File: src/rtl/shift_scheduler.sv
// shift_scheduler
//   Shares one iterative shift unit between two requesters. An idle unit
//   grants one requester round-robin, latches its operand, then shifts it
//   over one or more cycles and holds the result on the response port
//   until the consumer takes it.
//
// Ports
//   clock      : single clock, all state changes on posedge
//   reset      : synchronous, active-low reset
//   reqValid   : bit i set when requester i presents an op
//   reqReady   : bit i set when requester i's op is accepted this cycle
//   reqRight   : bit i set selects logical right shift, clear selects left
//   reqValue   : operand of requester i at [i*W +: W]
//   reqAmount  : unsigned shift amount of requester i at [i*W +: W]
//   rspValid   : result available
//   rspReady   : consumer takes the result
//   rspId      : requester that issued the op being returned
//   rspResult  : shifted value, truncated to W bits
//   busy       : set whenever the unit is not idle
module shift_scheduler #(
  parameter int MemoryElementWidth = 12,
  parameter int ShiftPerCycle      = 1
) (
  input  logic                            clock,
  input  logic                            reset,
  input  logic [1:0]                      reqValid,
  output logic [1:0]                      reqReady,
  input  logic [1:0]                      reqRight,
  input  logic [2*MemoryElementWidth-1:0] reqValue,
  input  logic [2*MemoryElementWidth-1:0] reqAmount,
  output logic                            rspValid,
  input  logic                            rspReady,
  output logic                            rspId,
  output logic [MemoryElementWidth-1:0]   rspResult,
  output logic                            busy
);

  localparam int W = MemoryElementWidth;
  localparam logic [W-1:0] STEP_MAX = W'(ShiftPerCycle);
  localparam logic [W-1:0] WIDTH_VAL = W'(W);

  typedef enum logic [1:0] {
    IDLE,
    SHIFT,
    RESP
  } state_t;

  state_t       state_q, state_d;
  logic [W-1:0] value_q, value_d;
  logic [W-1:0] remaining_q, remaining_d;
  logic         right_q, right_d;
  logic         id_q, id_d;
  logic         last_grant_q, last_grant_d;

  logic         grant;
  logic         any_valid;
  logic [W-1:0] sel_value;
  logic [W-1:0] sel_amount;
  logic         sel_right;
  logic [W-1:0] step;
  logic [W-1:0] shifted;

  // Round-robin pick: a lone requester always wins, a tie goes to the
  // requester that was not granted last time.
  always_comb begin
    any_valid = |reqValid;
    grant     = 1'b0;
    if (reqValid == 2'b11) begin
      grant = ~last_grant_q;
    end else if (reqValid[1]) begin
      grant = 1'b1;
    end
    sel_value  = grant ? reqValue[2*W-1:W]  : reqValue[W-1:0];
    sel_amount = grant ? reqAmount[2*W-1:W] : reqAmount[W-1:0];
    sel_right  = grant ? reqRight[1]        : reqRight[0];
  end

  // Accept handshake is combinational so the op is taken on the same edge;
  // reset low forces it off regardless of the registered state.
  always_comb begin
    reqReady = 2'b00;
    if (reset && (state_q == IDLE) && any_valid) begin
      reqReady = grant ? 2'b10 : 2'b01;
    end
  end

  // One shift step moves at most ShiftPerCycle bits, fewer on the last step
  // so the total equals the requested amount. Both directions zero fill.
  always_comb begin
    step    = (remaining_q > STEP_MAX) ? STEP_MAX : remaining_q;
    shifted = right_q ? (value_q >> step) : (value_q << step);
  end

  // Next-state logic. Amounts of zero or at least W need no shifting and
  // go straight to the response state with their final value.
  always_comb begin
    state_d      = state_q;
    value_d      = value_q;
    remaining_d  = remaining_q;
    right_d      = right_q;
    id_d         = id_q;
    last_grant_d = last_grant_q;
    case (state_q)
      IDLE: begin
        if (any_valid) begin
          id_d         = grant;
          last_grant_d = grant;
          right_d      = sel_right;
          if (sel_amount == '0) begin
            value_d     = sel_value;
            remaining_d = '0;
            state_d     = RESP;
          end else if (sel_amount >= WIDTH_VAL) begin
            value_d     = '0;
            remaining_d = '0;
            state_d     = RESP;
          end else begin
            value_d     = sel_value;
            remaining_d = sel_amount;
            state_d     = SHIFT;
          end
        end
      end
      SHIFT: begin
        value_d     = shifted;
        remaining_d = remaining_q - step;
        if (remaining_q == step) begin
          state_d = RESP;
        end
      end
      RESP: begin
        if (rspReady) begin
          state_d = IDLE;
        end
      end
      default: begin
        state_d = IDLE;
      end
    endcase
  end

  // State registers; reset abandons any op in flight and restores the
  // tie-break so requester 0 wins the first tie.
  always_ff @(posedge clock) begin
    if (!reset) begin
      state_q      <= IDLE;
      value_q      <= '0;
      remaining_q  <= '0;
      right_q      <= 1'b0;
      id_q         <= 1'b0;
      last_grant_q <= 1'b1;
    end else begin
      state_q      <= state_d;
      value_q      <= value_d;
      remaining_q  <= remaining_d;
      right_q      <= right_d;
      id_q         <= id_d;
      last_grant_q <= last_grant_d;
    end
  end

  assign rspValid  = (state_q == RESP);
  assign rspResult = value_q;
  assign rspId     = id_q;
  assign busy      = (state_q != IDLE);

endmodule
File: config.mk
export PLATFORM = sky130hd
export DESIGN_NAME = shift_scheduler
export DESIGN_NICKNAME = d
export VERILOG_FILES = /design/src/rtl/shift_scheduler.sv
export SDC_FILE = /design/constraint.sdc
export NUM_CORES = 1
export LEC_CHECK = 0
export ABC_AREA = 1
export CAP_MARGIN = 40
export CELL_PAD_IN_SITES_DETAIL_PLACEMENT = 1
export CELL_PAD_IN_SITES_GLOBAL_PLACEMENT = 1
export CORE_MARGIN = 2
export CORE_UTILIZATION = 33
export DETAILED_ROUTE_END_ITERATION = 8
export PLACE_DENSITY_LB_ADDON = 0.25
export SYNTH_ARGS = -nofsm -noshare
export SYNTH_HDL_FRONTEND = slang
export SYNTH_SLANG_ARGS = --single-unit
File: constraint.sdc
create_clock -name clock -period 4.22 [get_ports clock]
set_input_delay 0.844 -clock clock [delete_from_list [all_inputs] [get_ports clock]]
set_output_delay 0.844 -clock clock [all_outputs]
set_load 0.1 [all_outputs]
Word-level counts from Yosys, hierarchy flattened
Cells that the tools add are included.
{"block": "op_classes", "addsub": 1, "order_cmp": 2, "eq_ne": 7, "shifts": 2, "n_mux": 23, "n_bitwise": 1, "reduce_logical": 10}
{"operator": "12-bit two-way mux", "n": 10}
{"operator": "12-bit case mux with 2 select lines", "n": 2}
{"operator": "2-bit two-way mux", "n": 7}
{"operator": "12-bit equality test", "n": 1}
{"operator": "12-bit by 4-bit >= comparator with 1-bit output (second input constant)", "n": 1}
{"operator": "12-bit by 1-bit greater-than comparator with 1-bit output (second input constant)", "n": 1}
{"operator": "12-bit zero test", "n": 1}
{"operator": "12-bit by 12-bit left shift with 12-bit output", "n": 1}
{"operator": "12-bit by 12-bit right shift with 12-bit output", "n": 1}
{"operator": "12-bit subtractor", "n": 1}
{"operator": "2-bit case mux with 3 select lines", "n": 1}
{"operator": "2-bit equality test (second input constant)", "n": 2}
{"operator": "2-bit != test (second input constant)", "n": 2}
{"operator": "2-bit AND reduction", "n": 2}
{"operator": "2-bit nonzero test", "n": 2}
{"operator": "1-bit two-way mux", "n": 3}
{"operator": "3-bit AND reduction", "n": 1}
{"operator": "2-bit by 1-bit equality test with 1-bit output (second input constant)", "n": 1}
{"operator": "1-bit logical AND", "n": 2}
{"operator": "2-bit zero test", "n": 1}
{"operator": "2-bit by 1-bit != test with 1-bit output (second input constant)", "n": 1}
{"operator": "2-bit OR reduction", "n": 1}
{"operator": "1-bit inverter", "n": 1}
{"block": "totals", "reg_bits": 29, "in_bits": 55, "output_inout_bits": 17}

Logic depth before layout (Yosys ltp)
{"block": "depth", "depth_word": 8, "mapped_depth": 14}

Worst setup path after synthesis
OpenSTA, ideal clock, no wires.
{"block": "synth_path", "path_kind": "input to output", "startpoint": "in reset", "endpoint": "out reqReady[0]", "t_arrival_ps": 3458, "required_time_ps": 3376, "setup_slack_ps": -82, "cell_stages": 4, "n_path_buf": 2, "cell_sequence": "clkbuf_1 -> inv_1 -> clkbuf_1 -> nor3_1"}
{"block": "synth_via", "elab_chain_len": 3}
{"item": "from (decl)", "line_no": "25", "source": "input logic reset,"}
{"item": "1-bit logical AND (2 in series)", "line_no": "82", "source": "if (reset && (state_q == IDLE) && any_valid) begin"}
{"item": "2-bit two-way mux", "line_no": "82"}
{"item": "to (decl)", "line_no": "27", "source": "output logic [1:0] reqReady,"}
No other way between the ends.

Worst setup path in the final report
Same ends and word-level chain as after synthesis.

==> impl_metrics.csv <==
group,metric,value,unit
synthesis,syn_area,0.00230,mm2
cts,cts_tree,"built",
detailed_routing,routedWlPerCell,14.3,um
synthesis,postSynthCellCount,405,
layout,n_antenna_cell,0,
floorplanning,coreArea,0.00676,mm2
detailed_routing,wl,7970,um
cts,post_cts_buffers,0,
grt,grt_pass1_vias,2958,
sta,fin_worst_skew,0.0106,ns
sta,tns,0,ns
critical_path,startpoint_type,"primary input",
sta,slew_headroom,47.7,%
critical_path,path_max_fanout,22,
grt,gr-total-overflow,0,
detailed_routing,drc,0,
cts,cts.clk_slew.worst_paths,0.06,ns
critical_path,crit_arrival,2.60,ns
place,placed_cells,552,
sta,finalSetupViolCount,0,
sta,timing_hold_violations_final,0,
detailed_routing,drtPass1Iterations,4,
synthesis,yosysSeqAreaShare,25.3,%
synthesis,ys_types,29,
cts,cts_sinks,29,
job,max_cap_violations,0,
cts,postCtsHoldBufs,0,
layout,finalNetCount,535,
synthesis,yosysWarningCount,0,
layout,drive_gt1_share,8.98,%
detailed_routing,drt_iter0_drc,118,
grt,grt_pass1_wl,13600,um
sta,tightest_slew,0.784,ns
place,globalplace.congestion,0.819,
synthesis,synth_top_cell_area_share,25.3,%
synthesis,synth_flop_cell,"dfxtp_1",
floorplanning,initial_core_util,34.0,%
detailed_routing,ant_nets,0,
cts,h-tree-depth,2,
floorplanning,io_pins,72,
grt,track_usage,22.1,%
detailed_routing,routed_via_density,5.13,
critical_path,critical_path_class,"in -> out",
pwr,vdd_ir_drop_max,0.300,mV
place,io_buffers,71,
pwr,power_density,427,mW/mm2
run_status,status,"finished clean",
synthesis,yosys-top-cells-area,"dfxtp_1 25%, nand2_1 21%, nand3_1 10%",
sta,period_share,81.5,%
floorplanning,die_height,87.4,um
sta,rsz0062_at_grt,"no",
floorplanning,die_area,0.00764,mm2
pwr,p_leak,1.53,nW
sta,report.final.slew_viol_count,0,
critical_path,cp_data_required_time,3.38,ns
synthesis,syn_nets,461,
sta,timing.fmax,0.291,GHz
floorplanning,die_w,87.4,um
cts,clockRootBuffer,"clkbuf_8",
critical_path,critPathCaptureType,"primary output",
floorplanning,rows,30,
synthesis,syn_area_per_cell,5.67,um2
synthesis,synth-async-reset-ratio,0,%
layout,instances_no_fill,559,
cts,cts_max_path_buffers,2,
cts,clock_latency,0.28,ns
grt,antenna_found_initial,0,
min_path,min_path_cells,2,
synthesis,synth_top_area_cell,"dfxtp_1",
min_path,hold_class,"reg -> reg",
layout,syn2layout_area_growth,45.9,%
sta,finalCriticalPeriod,3.44,ns
synthesis,synth-edff-count,0,
grt,grt_max_degree,34,
critical_path,ff2ff_path_depth,14,
cts,numCtsBuffers,5,
place,dp_hpwl,6130,um
detailed_routing,vias,2869,
synthesis,ys_seq_elements,29,
cts,ctsResizeCount,0,
[routing by layer]
layer	GRT usage (%)	part of all wire (%)	vias up
met5	0	0	-
met4	4.34	1.3	0
met3	3.22	2.7	10
met2	41.7	52	47
met1	26.4	44	1356
li1	-	-	1456
[flip-flops by register name, indices dropped and copies added, names as in the netlist]
signal and count:
last_grant_q 1, remaining_q 12, right_q 1, rspId 1
rspResult 12, state_q 2
[cells in the final DEF (no fill, tap or decap)]
master / instances
inv_1: 52
nand3b_1: 2
a21oi_1: 39
nor3_1: 1
nor2_1: 25
clkinv_1: 1
clkdlybuf4s50_1: 69
nand4_1: 14
clkbuf_1: 1
buf_8: 15
nand2_2: 3
xor2_1: 1
buf_4: 2
nand3_2: 1
inv_4: 1
nand2_4: 1
nor3_2: 1
nand3_1: 48
a21oi_2: 3
dfxtp_1: 29
a31oi_1: 3
or2_2: 2
o21ai_0: 19
buf_16: 1
nor2_4: 2
ha_1: 1
o21bai_1: 2
nand4_2: 1
nor2_2: 4
nand2_1: 129
clkbuf_8: 6
[through the flow]
stage	hold WS [ns]	utilization, %	power, mW	cell area [um2]	setup slack (ns)
after floorplan	0.429	-	0.920	2300	0.518
after global placement	0.472	44.6	1.10	3010	0.863
after detailed placement	0.467	48.3	1.20	3260	0.774
after CTS	0.480	49.6	1.44	3350	0.771
after global routing	0.505	49.6	1.54	3350	0.667
final	0.478	49.6	1.43	3350	0.780
[critical path, cell delays in order]
cell and delay [ns]:
clkdlybuf4s50_1 0.69, inv_1 0.45, nor3_2 0.29, buf_4 0.32
[final timing paths]
path | from | slack (ns) | end
setup / recovery | reset | 0.78 | reqReady[0]
hold / removal | rspId$_SDFFE_PN0P_ | 0.48 | rspId$_SDFFE_PN0P_
setup reg to reg | remaining_q[7]$_SDFFE_PN0P_ | 1.91 | remaining_q[10]$_SDFFE_PN0P_
hold reg to reg | rspId$_SDFFE_PN0P_ | 0.48 | rspId$_SDFFE_PN0P_
[kinds of logic after synthesis]
kind of cell,share of synthesized area (%)
XOR/XNOR,0.381
AND/OR/NAND/NOR,45.1
buffers and inverters,13.5
AO/OA/AOI/OAI,15.3
adder cells (fa/ha/maj),0.545
flip-flops,25.3
[cell type report]
class	count	area, um2
fillers	915	3410
multi-input cells	302	1420
repair buffers	87	958
flip-flops and latches	29	581
inverters	54	205
well taps	80	100
clock buffers	7	86.3
[cell usage after synthesis (3+ instances only)]
library cell  instances
inv_1                52
nor2_1               26
clkbuf_1             12
a31oi_1               3
nand4_1              14
nand2_1             129
a21oi_2               3
buf_4                 3
a21oi_1              39
dfxtp_1              29
nand3_1              48
o21ai_0              19
nor2_2                4
nand2_2               3
[power breakdown]
part	total, mW	internal [mW]	switching (mW)
Sequential	0.345	0.311	0.0346
Combinational	0.853	0.293	0.561
Clock	0.233	0.129	0.104
(Power assumes the default switching activity.)
